<file path="src/rtl/fetch_stage_if.sv">
// Instruction-memory handshake between the fetch stage (master) and the memory (slave).
// A request is held with a stable address until the memory raises ready.
interface fetch_stage_if;
    logic        req;
    logic [31:0] addr;
    logic [31:0] rdata;
    logic        ready;

    modport master (output req, output addr, input rdata, input ready);
    modport slave  (input req, input addr, output rdata, output ready);
endinterface

</file>
<file path="src/rtl/fetch_stage.sv">
// Instruction-fetch stage with IF/ID pipeline register: owns the PC, drives a
// variable-latency instruction memory, and honours stall and branch/jump redirects.
module fetch_stage #(
    parameter logic [31:0] RESET_PC  = 32'h0000_0000,
    parameter logic [31:0] NOP_INSTR = 32'h0000_0000
) (
    input  logic               clk,
    input  logic               reset,
    fetch_stage_if.master      imem,
    input  logic               stall,
    input  logic               redirect,
    input  logic [31:0]        redirect_pc,
    output logic               if_id_valid,
    output logic [31:0]        if_id_instr,
    output logic [31:0]        if_id_pc4,
    output logic [31:0]        pc_out
);

    // FETCH: request outstanding at pc.
    // HOLD: one fetched word parked while decode stalls.
    // DRAIN: waiting out a wrong-path request before jumping to pend_pc.
    typedef enum logic [1:0] {
        FETCH,
        HOLD,
        DRAIN
    } state_t;

    state_t      state;
    logic [31:0] pc;
    logic [31:0] pend_pc;
    logic [31:0] hold_buf;
    logic [31:0] target;
    logic [31:0] pc_plus4;

    assign target    = redirect_pc & 32'hFFFF_FFFC;
    assign pc_plus4  = pc + 32'd4;
    assign imem.req  = !reset && (state != HOLD);
    assign imem.addr = pc;
    assign pc_out    = pc;

    // NOTE: all state updates use <= so every branch below sees the pre-edge values of pc, state and IF/ID.
    always_ff @(posedge clk) begin
        if (reset) begin
            state       <= FETCH;
            pc          <= RESET_PC;
            pend_pc     <= RESET_PC;
            hold_buf    <= NOP_INSTR;
            if_id_valid <= 1'b0;
            if_id_instr <= NOP_INSTR;
            if_id_pc4   <= 32'h0000_0000;
        end else begin
            case (state)
                FETCH: begin
                    if (imem.ready) begin
                        if (redirect) begin
                            pc          <= target;
                            if_id_valid <= 1'b0;
                            if_id_instr <= NOP_INSTR;
                        end else if (!stall) begin
                            if_id_valid <= 1'b1;
                            if_id_instr <= imem.rdata;
                            if_id_pc4   <= pc_plus4;
                            pc          <= pc_plus4;
                        end else begin
                            hold_buf <= imem.rdata;
                            state    <= HOLD;
                        end
                    end else begin
                        // The request cannot be withdrawn, so a redirect must wait it out at the old address.
                        if (redirect) begin
                            pend_pc     <= target;
                            if_id_valid <= 1'b0;
                            if_id_instr <= NOP_INSTR;
                            state       <= DRAIN;
                        end else if (!stall) begin
                            if_id_valid <= 1'b0;
                            if_id_instr <= NOP_INSTR;
                        end
                    end
                end

                HOLD: begin
                    if (redirect) begin
                        pc          <= target;
                        if_id_valid <= 1'b0;
                        if_id_instr <= NOP_INSTR;
                        state       <= FETCH;
                    end else if (!stall) begin
                        if_id_valid <= 1'b1;
                        if_id_instr <= hold_buf;
                        if_id_pc4   <= pc_plus4;
                        pc          <= pc_plus4;
                        state       <= FETCH;
                    end
                end

                DRAIN: begin
                    if_id_valid <= 1'b0;
                    if_id_instr <= NOP_INSTR;
                    if (redirect) begin
                        pend_pc <= target;
                    end
                    if (imem.ready) begin
                        pc    <= redirect ? target : pend_pc;
                        state <= FETCH;
                    end
                end

                default: begin
                    state <= FETCH;
                end
            endcase
        end
    end

endmodule

</file>
<file path="src/flat_wrapper.sv">
// flat-port wrapper written by rule: the top's interface ports become plain ports
module fetch_stage_flat 
#(
    parameter logic [31:0] RESET_PC  = 32'h0000_0000,
    parameter logic [31:0] NOP_INSTR = 32'h0000_0000
)
  (clk, reset, stall, redirect, redirect_pc, if_id_valid, if_id_instr, if_id_pc4, pc_out, imem_req, imem_addr, imem_rdata, imem_ready);
  fetch_stage_if imem_i ();
  input  logic clk;
  input  logic reset;
  input  logic stall;
  input  logic redirect;
  input  logic [31:0] redirect_pc;
  output logic if_id_valid;
  output logic [31:0] if_id_instr;
  output logic [31:0] if_id_pc4;
  output logic [31:0] pc_out;
  output wire logic [$bits(imem_i.req)-1:0] imem_req;
  output wire logic [$bits(imem_i.addr)-1:0] imem_addr;
  input wire logic [$bits(imem_i.rdata)-1:0] imem_rdata;
  input wire logic [$bits(imem_i.ready)-1:0] imem_ready;
  assign imem_req = imem_i.req;
  assign imem_addr = imem_i.addr;
  assign imem_i.rdata = imem_rdata;
  assign imem_i.ready = imem_ready;
  fetch_stage #(.RESET_PC(RESET_PC), .NOP_INSTR(NOP_INSTR)) u_core (.clk(clk), .reset(reset), .imem(imem_i), .stall(stall), .redirect(redirect), .redirect_pc(redirect_pc), .if_id_valid(if_id_valid), .if_id_instr(if_id_instr), .if_id_pc4(if_id_pc4), .pc_out(pc_out));
endmodule
</file>
<file path="config.mk">
export PLATFORM = sky130hd
export DESIGN_NAME = fetch_stage_flat
export DESIGN_NICKNAME = d
export VERILOG_FILES = /design/src/rtl/fetch_stage_if.sv /design/src/rtl/fetch_stage.sv /design/src/flat_wrapper.sv
export SDC_FILE = /design/constraint.sdc
export NUM_CORES = 1
export LEC_CHECK = 0
export CAP_MARGIN = 10
export CORE_MARGIN = 8
export CORE_UTILIZATION = 50
export CTS_CLUSTER_SIZE = 10
export DETAILED_ROUTE_END_ITERATION = 12
export HOLD_SLACK_MARGIN = 0.1
export PLACE_DENSITY_LB_ADDON = 0.3
export SYNTH_ARGS = -nofsm -noshare
export SYNTH_HDL_FRONTEND = slang
export SYNTH_SLANG_ARGS = --single-unit
export TNS_END_PERCENT = 50
</file>
<file path="constraint.sdc">
create_clock -name clk -period 2.8 [get_ports clk]
set_clock_uncertainty 0.05 [all_clocks]
set_input_delay 0.28 -clock clk [delete_from_list [all_inputs] [get_ports clk]]
set_output_delay 0.28 -clock clk [all_outputs]
set_load 0.01 [all_outputs]
</file>
# --- After elaboration in Yosys (flattened, before gate mapping) ---
# Index checks and enable logic that the tools add are counted.
word_totals:
  reg_bits: 163
  input_bits: 69
  word_cells: 68
classes:
  addsub: 1
  n_eq_ne: 12
  muxes: 34
  bitwise_logic: 1
  n_reduce_logical: 13
ops:
  columns: ["operator", "n"]
  rows:
  - ["$mux 32", 16]
  - ["$pmux 32 s3", 2]
  - ["$pmux 32 s2", 2]
  - ["$add 32x3->32 const B", 1]
  - ["$ne 3x3->1 const B", 5]
  - ["$mux 2", 7]
  - ["$ne 2x2->1 const B", 3]
  - ["$pmux 2 s3", 1]
  - ["$reduce_and 2->1", 3]
  - ["$reduce_and 3->1", 2]
  - ["$mux 1", 5]
  - ["$reduce_and 5->1", 1]
  - ["$ne 4x4->1 const B", 1]
  - ["$reduce_and 4->1", 1]
  - ["$reduce_bool 2->1", 2]
  - ["$pmux 1 s3", 1]
  - ["$reduce_bool 3->1", 1]
  - ["$eq 2x1->1 const B", 1]
  - ["$eq 2x2->1 const B", 1]
  - ["$logic_not 2->1", 1]
  - ["$ne 2x1->1 const B", 1]
  - ["$logic_and 1x1->1", 1]
  - ["$logic_not 1->1", 1]
  - ["$not 1->1", 1]

# --- Logic depth before layout (Yosys ltp) ---
# Gate-level depths: netlist (run 1).
depth:
  word_depth: 5
  depth_mapped: 9

# --- Worst setup path after synthesis (run 1) ---
# OpenSTA, ideal clock, no wires.
synth_timing:
  kind: "register to register"
  from: "reg u_core.state[0]"
  to: "reg u_core.pc[31], in the netlist u_core.imem.addr[31]"
  arrival_time_ns: 1.916
  setup_slack_ns: 0.701
  stages_incl_launch_ff: 10
  n_path_buf: 2
  path_cell_list: "dfxtp_1 > inv_1 > ha_1 > o21bai_1 > and3_1 > clkbuf_1 > clkbuf_1 > o21ai_0 > a22oi_1 > a31oi_1"
synth_between:
  elab_chain_len: 3
  elab_cells_between_ends: 8
  classes_between: "4 x eq/ne; 1 x mux; 3 x reduce/logical"
synth_lines:
  columns: ["element", "line_no", "rtl"]
  rows:
  - ["from (decl)", "fetch_stage.sv:28", "state_t state;"]
  - ["from (signal assigned)", "fetch_stage.sv:44", "state <= FETCH;"]
  - ["from (signal assigned)", "fetch_stage.sv:66", "state <= HOLD;"]
  - ["from (signal assigned)", "fetch_stage.sv:74", "state <= DRAIN;"]
  - ["$eq 2x2->1, or another cell as far along", "fetch_stage.sv:52", "case (state)"]
  - ["$ne 2x2->1 (no source line) or $reduce_bool 3->1 (tied branches)", null, null]
  - ["$reduce_and 3->1 (no source line)", null, null]
  - ["to (signal assigned)", "fetch_stage.sv:56", "pc <= target;"]
  - ["to (signal assigned)", "fetch_stage.sv:63", "pc <= pc_plus4;"]
  - ["to (signal assigned)", "fetch_stage.sv:84", "pc <= target;"]
  - ["to (decl)", "fetch_stage.sv:29", "logic [31:0] pc;"]
# Parallel ways exist; a longest one is shown, timed or not.
# A chain may end at the register's enable or synchronous reset.

# --- Worst setup path after layout (run 1) ---
layout_timing:
  from: "reg u_core.state[0]"
  to: "reg u_core.pc[12], in the netlist u_core.imem.addr[12]"
# Same word-level chain as after synthesis.

==> metrics, run 1 <==
worst-margin pin slew=0.948 ns; IO buf count=196; die area=20000 µm²; overall power=6.59 mW; clock-pin slew on the worst setup and hold paths=0.07 ns; nets=1228; commonest cells after routing, fill and taps aside=clkdlybuf4s50_1, nand2_1, dfxtp_1; endpoints failing hold=0; WL/cell=16.7 µm; storage element area=3260 µm²; period utilisation layout=89.3%; outcome=complete, no violations; clock root cell=clkbuf_16; Static Leak=3.63 nW; Initial Utilization=51.4%; Worst Path Required=3.02 ns; Worst Reg-to-Reg Cells=9; largest net degree at the start of global routing=86; Final GP Congestion=0.920; pwr dens=634 nW/µm²; worst r2r dst=u_core.imem.addr[12]; slew margin rel.=36.8%; Total GRT Usage=22.8%; RSZ-0062 raised after global routing=false; EDFF count, synth=0; vias in the first global route=7393; syn_area_per_cell=7.62 µm²; Max Slew Vio Count=0; Top cell by count, worst path=buf_4; Inserted Clock Buffers=17; Die W=141 µm; Mapped Nets=1104; CP endpoint=u_core.imem.addr[12]; post-route insts no fill=1379; Setup CP Type=reg -> reg; Multi-input gate area=3960 µm²; CTS Hold Bufs=0; Critical Path Source Type=flop; clock buffer depth=2; Final Worst Setup Slack=0.299 ns; Layout area overhead=32.4%; H-tree depth=4; antenna-violating nets left=0; Cells after DPL=1346; Worst Setup SP=u_core.state[0]; Syn. warnings=0; first-pass GRT wire length=37400 µm; clock sink total=163; DP Worst Slack=0.247 ns; CTS tree=yes; commonest non-fill, non-tap cell in the layout=clkdlybuf4s50_1; Residual DRC=0; CP cell instances=inv_1 -> ha_1 -> buf_4 -> or2_2 -> buf_4 -> nor2_1 -> a221o_1 -> nand2_1 -> a21oi_1; register bit total from synthesis=163; FP Rows=45; Min-Delay Path Class=in -> reg; initial drt markers=826; Seq/Total Area, Yosys=41.6%; CORE AREA=15300 µm²; ys async rst share=0%; HPWL after detailed placement=15700 µm; CP arrival=2.72 ns; r2r setup slk=0.30 ns; Post-CTS Setup Bufs=0; final setup fails=0; vias per cell=5.66; Filler cells=1272; post-layout minimum cycle time=2.50 ns; vias=7811; TritonRoute pass-1 iters=6; critical path's largest stage delay=0.46 ns; Netlist Area Pre-Place=7840 µm²; worst skew pair latency=0.43 ns; initial antenna violation count=1; Setup crit end kind=flop; final WL=23100 µm; maxcap violations=0; # IOs=199; f_max=400 MHz; total negative slack=0 ns; CP Max Fanout=38; post-cts sizing count=0; die height=141 µm; Yosys cell types=59; share of cells above drive strength 1=6.94%; slowest stage cell, crit path=or2_2; Post-synth top flop=dfxtp_1; Gate Count Post-Synth=1030; maximum VDD drop=0.471 mV; Critical R2R Launch=u_core.state[0]; GR Overflow Total=0; fin util=68.1%
==> logic make-up after synthesis <==
group           share of synthesized area, %
flops                                   41.6
buf+inv                                 8.36
xor+xnor                                3.13
fa+ha+maj                              0.798
mux                                     1.42
simple gates                            22.7
compound gates                          22.0
==> sequential cells by signal, summed over array words and instances (netlist names) <==
name,count
u_core.if_id_pc4,32
u_core.if_id_valid,1
u_core.pend_pc,32
u_core.imem.addr,32
u_core.state,2
u_core.hold_buf,32
u_core.if_id_instr,32
==> synth_stat cells (5+ instances only) <==
cell,count,area [µm²]
clkbuf_1,78,293
a31oi_1,8,50.1
buf_2,6,30.0
ha_1,5,62.6
a22oi_1,34,255
xnor2_1,17,149
a211oi_1,18,135
mux2i_1,10,100
o21ai_0,49,245
nor4_1,12,75.1
inv_1,16,60.1
nor2_1,82,308
xor2_1,11,96.3
nand3_1,17,85.1
and3_1,17,106
nor3_1,41,205
o31a_1,6,52.6
a21oi_1,146,731
nand2_1,188,706
nand4_1,13,81.3
o32ai_1,7,61.3
buf_4,34,255
dfxtp_1,163,3260
==> power by group <==
group / total, mW / internal, mW / switching, mW
registers: 2.64 / 2.48 / 0.162
clock network: 2.55 / 1.58 / 0.970
logic: 1.39 / 0.633 / 0.756
total: 6.59 / 4.70 / 1.89
==> worst min-delay path by stage <==
stage                             from                   to  depth (start not counted)
floorplan              redirect_pc[12]   u_core.pend_pc[12]                          2
global placement    u_core.pend_pc[16]   u_core.pend_pc[16]                          2
detailed placement  u_core.pend_pc[24]   u_core.pend_pc[24]                          2
CTS                           redirect  u_core.imem.addr[6]                          3
global route                  redirect  u_core.imem.addr[6]                          3
finish                        redirect  u_core.imem.addr[6]                          3
==> per-layer routing <==
metal / GRT usage [%] / routed length, µm
met5: 0 / 17
met3: 7.72 / 2050
met2: 38.2 / 10900
met4: 8.09 / 461
met1: 26.8 / 9600
==> per-stage QoR <==
| stage | hold WS [ns] | instance area [µm²] |
|---|---|---|
| after floorplan | 0.366 | 7840 |
| after global routing | 0.332 | 10400 |
| after CTS | 0.310 | 10400 |
| after detailed placement | 0.392 | 9740 |
| after global placement | 0.387 | 9740 |
| final | 0.314 | 10400 |
==> final cells by class <==
| cell class | count | share of cell area (%) |
|---|---|---|
| multi-input cells | 729 | 38.1 |
| flip-flops and latches | 163 | 31.4 |
| repair buffers | 227 | 21.2 |
| clock buffers | 19 | 4.17 |
| well taps | 211 | 2.54 |
| clock inverters | 13 | 2.00 |
| inverters | 16 | 0.578 |
| diodes | 1 | 0.0241 |
==> critical path, delay by kind of cell, from the launching register on <==
family          cells  cell delay, ns
buf+inv             3            0.75
simple gates        3            0.60
compound gates      2            0.40
flops               1            0.36
fa+ha+maj           1            0.17
Power figures use the tool's default switching activity.
==> inputs of run 2 (changes only) <==
CORE_ASPECT_RATIO = 1.2   (was unset)
CORE_MARGIN = unset   (was 8)
==> metrics, run 2 (synthesis results as in run 1) <==
WL/cell=16.1 µm (-3.9%); fin util=68.1% (about the same); total negative slack=0 ns (unchanged); commonest cells after routing, fill and taps aside=clkdlybuf4s50_1, nand2_1, dfxtp_1; f_max=405 MHz (+1.4%); CP cell instances=inv_1 -> ha_1 -> o21bai_1 -> and3_1 -> buf_4 -> o21ai_0 -> a2bb2oi_1 -> nor2_1; share of cells above drive strength 1=6.87% (-0.074 points); final setup fails=0 (unchanged); nets=1228 (unchanged); outcome=complete, no violations; clock-pin slew on the worst setup and hold paths=0.07 ns (about the same); GR Overflow Total=0 (unchanged); slowest stage cell, crit path=and3_1; Total GRT Usage=27.1% (+4.3 points); largest net degree at the start of global routing=68 (-21%); post-layout minimum cycle time=2.47 ns (-0.0336 ns); Layout area overhead=31.5%; die area=16200 µm² (-19%); endpoints failing hold=0 (unchanged); Setup crit end kind=flop; Filler cells=1261 (-0.86%); period utilisation layout=88.1% (-1.2 points); die height=139 µm (-1.4%); clock root cell=clkbuf_16; DP Worst Slack=0.336 ns (+0.0894 ns); TritonRoute pass-1 iters=5 (-1); Setup CP Type=reg -> reg; vias in the first global route=7150 (-3.3%); Top delay family on crit path=compound AO/OA/AOI/OAI gates; Initial Utilization=51.8% (+0.39 points); antenna-violating nets left=0 (unchanged); Residual DRC=0 (unchanged); worst-margin pin slew=0.972 ns (+0.0242 ns); worst skew pair latency=0.42 ns (about the same); final WL=22000 µm (-4.5%); FP Rows=49 (+8.9%); Max Slew Vio Count=0 (unchanged); CTS Hold Bufs=0 (unchanged); critical path's largest stage delay=0.50 ns (+0.04 ns); HPWL after detailed placement=14800 µm (-5.9%); Worst Path Buf+Inv=2 (-1); Critical Path Source Type=flop; clock buffer depth=2 (unchanged); Hold WS=0.154 ns (-0.160 ns); maximum VDD drop=0.393 mV (-17%); CORE AREA=15100 µm² (-0.75%); commonest non-fill, non-tap cell in the layout=clkdlybuf4s50_1; CP Max Fanout=14 (-63%); # IOs=199 (unchanged); post-cts sizing count=0 (unchanged); RSZ-0062 raised after global routing=false; first-pass GRT wire length=35100 µm (-6.0%); H-tree depth=4 (unchanged); maxcap violations=0 (unchanged); Inserted Clock Buffers=17 (unchanged); CTS tree=yes; Worst Path Required=3.04 ns (+0.02 ns); worst hold start=reset; Min-Delay Path Class=in -> reg; Final Worst Setup Slack=0.333 ns (+0.0336 ns); Static Leak=3.60 nW (-0.89%); vias per cell=5.68 (+0.23%); initial drt markers=543 (-34%); Worst Setup SP=u_core.state[0]; initial antenna violation count=1 (unchanged); clock sink total=163 (unchanged); Post-CTS Setup Bufs=0 (unchanged); vias=7778 (-0.42%); CP arrival=2.71 ns (about the same); pwr dens=607 nW/µm² (-4.2%); overall power=6.26 mW (-4.9%); Final GP Congestion=0.936 (+1.7%); slew margin rel.=35.2% (-1.6 points); Critical R2R Launch=u_core.state[0]; Die W=116 µm (-18%); IO buf count=196 (unchanged)
==> run 2: cell types whose count changed in the layout (fill, tap and decap cells not counted) <==
cell / delta
bufinv_16: -4
and3_2: -1
clkbuf_1: -2
clkinv_2: +3
clkbuf_8: +3
buf_4: -2
buf_12: +2
clkinvlp_4: +1
and3_1: +1
clkinv_4: -3
==> run 2: power breakdown <==
group / switching (mW) / leakage, nW / internal, mW / total [mW]
Combinational: 0.758 / 2.00 / 0.652 / 1.41
Sequential: 0.155 / 1.33 / 2.48 / 2.64
Clock: 0.939 / 0.273 / 1.28 / 2.22
==> run 2: through the flow <==
step,cell area (µm²),std cells
floorplan,7840,1030
global placement,9760,1339
detailed placement,9760,1339
CTS,10300,1369
global route,10300,1369
finish,10300,1370
==> run 2: per-layer routing <==
| metal | track usage, % | up-vias | routed length [µm] |
|---|---|---|---|
| met3 | 7.91 | 35 | 1810 |
| li1 | - | 3803 | - |
| met4 | 10.4 | 0 | 483 |
| met1 | 32.7 | 3649 | 8960 |
| met2 | 45.0 | 291 | 10800 |
| met5 | 0 | - | 0 |
==> run 2: path summary, 6_finish.rpt <==
path | cells after the start | slack, ns | endpoint
min | 2 | 0.15 | u_core.if_id_instr[11]
max | 8 | 0.33 | u_core.imem.addr[13]
max reg2reg | 8 | 0.33 | u_core.imem.addr[13]
min reg2reg | 2 | 0.40 | u_core.hold_buf[29]
==> run 2: area by class of cell <==
cell class	instances	area [µm²]	area share, %
flip-flops and latches	163	3260	31.6
repair buffers	227	2220	21.6
multi-input cells	729	3960	38.4
well taps	204	255	2.48
clock buffers	20	467	4.53
clock inverters	10	83.8	0.813
diodes	1	2.50	0.0243
inverters	16	60.1	0.582
==> inputs of run 3 (changes only) <==
CORE_MARGIN = 2   (was unset)
HOLD_SLACK_MARGIN = unset   (was 0.1)
MAX_ROUTING_LAYER = met4   (was unset)
==> metrics, run 3 (synthesis results as in run 1) <==
outcome=complete, no violations; nets=1226 (-0.16%); vias=7716 (-0.80%); period utilisation layout=91.9% (+3.8 points); Top cell by count, worst path=a21oi_1; maximum VDD drop=0.394 mV (+0.26%); diode count=0 (-1); Worst Path Required=3.10 ns (+0.06 ns); Inserted Clock Buffers=17 (unchanged); Static Leak=3.60 nW (about the same); share of cells above drive strength 1=6.95% (+0.086 points); Die W=118 µm (+1.7%); HPWL after detailed placement=14800 µm (+0.19%); endpoints failing hold=0 (unchanged); Setup CP Type=reg -> reg; critical path's largest stage delay=0.44 ns (-0.06 ns); pwr dens=604 nW/µm² (-0.51%); initial drt markers=446 (-18%); CORE AREA=15500 µm² (+2.0%); Max Slew Vio Count=0 (unchanged); worst-margin pin slew=0.659 ns (-0.313 ns); IO buf count=196 (unchanged); wire length on met3=1320 µm (-27%); CP arrival=2.88 ns (+0.17 ns); CP cell instances=inv_1 -> ha_1 -> o21bai_1 -> nand3_2 -> buf_12 -> a2111oi_0 -> a21oi_1 -> a21oi_1; met1 WL=9230 µm (+3.0%); fin util=67.1% (-0.99 points); die area=16700 µm² (+3.2%); final WL=22000 µm (about the same); Max Used Layer=met4; Min-Delay Path Class=in -> reg; Residual DRC=0 (unchanged); clock sink total=163 (unchanged); commonest cells after routing, fill and taps aside=clkdlybuf4s50_1, nand2_1, dfxtp_1; antenna-violating nets left=0 (unchanged); initial antenna violation count=0 (-1); GR Overflow Total=0 (unchanged); CP Max Fanout=18 (+4); Cells after DPL=1341 (+0.15%); H-tree depth=4 (unchanged); FP Rows=50 (+2.0%); routed wl met2=10900 µm (+1.6%); worst skew pair latency=0.43 ns (about the same); clock root cell=clkbuf_16; Worst Reg-to-Reg Cells=8 (unchanged); Critical Path Source Type=flop; die height=141 µm (+1.4%); post-cts sizing count=0 (unchanged); post-layout minimum cycle time=2.57 ns (+0.107 ns); RSZ-0062 raised after global routing=false; Layout area overhead=32.2%; WL/cell=16.0 µm (-0.26%); largest net degree at the start of global routing=137 (+100%); TritonRoute pass-1 iters=5 (unchanged); first-pass GRT wire length=35500 µm (+1.1%); total negative slack=0 ns (unchanged); f_max=388 MHz (-4.1%); Total GRT Usage=26.8% (-0.30 points); Hold WS=0.0715 ns (-0.0823 ns); CTS Hold Bufs=0 (unchanged); vias per cell=5.62 (-1.0%); maxcap violations=0 (unchanged); vias in the first global route=7076 (-1.0%); slowest stage cell, crit path=dfxtp_1; Post-CTS Setup Bufs=0 (unchanged); hold depth=2 (unchanged); post-route insts no fill=1373 (+0.22%); final setup fails=0 (unchanged); # IOs=199 (unchanged); Final GP Congestion=0.967 (+3.3%); clock buffer depth=2 (unchanged); commonest non-fill, non-tap cell in the layout=clkdlybuf4s50_1; overall power=6.27 mW (about the same); Filler cells=1364 (+8.2%); CTS tree=yes; Setup crit end kind=flop; clock-pin slew on the worst setup and hold paths=0.06 ns (about the same); slew margin rel.=56.1% (+21 points); Initial Utilization=50.8% (-1.0 points)
==> run 3: where the power goes <==
part           leakage, nW  internal (mW)  switching, mW
Clock                0.262           1.22          0.992
Combinational         2.01          0.661          0.755
Sequential            1.33           2.48          0.158
==> run 3: final timing paths <==
check,from,to,slack [ns]
max,u_core.state[0],u_core.imem.addr[23],0.23
min,reset,u_core.hold_buf[18],0.07
max reg2reg,u_core.state[0],u_core.imem.addr[23],0.23
min reg2reg,u_core.pend_pc[17],u_core.pend_pc[17],0.40
==> run 3: stage by stage <==
stage | cell area, µm² | worst slack [ns]
2_1_floorplan | 7840 | 0.701
3_3_place_gp | 9800 | 0.245
3_5_place_dp | 9800 | 0.142
4_1_cts | 10400 | 0.118
5_1_grt | 10400 | 0.0208
6_report | 10400 | 0.226
==> run 3: worst max-delay path, delay by kind of cell (launching register included) <==
kind | cells | cell delay, ns
adder cells (fa/ha/maj) | 1 | 0.29
flip-flops | 1 | 0.44
AO/OA/AOI/OAI | 4 | 1.04
AND/OR/NAND/NOR | 1 | 0.32
buffers and inverters | 2 | 0.35
==> run 3: layout make-up <==
type	instances	area [µm²]	area share, %
multi-input combinational	729	3960	38.2
clock buffer	20	467	4.50
clock inverter	12	98.8	0.953
timing repair buffer	225	2260	21.8
inverter	16	60.1	0.579
sequential	163	3260	31.5
tap	208	260	2.51
==> run 3: per-layer routing <==
layer	up-vias	global-route usage (%)
met3	37	5.58
met4	0	10.5
met1	3611	32.3
li1	3807	-
met5	-	-
met2	261	44.1
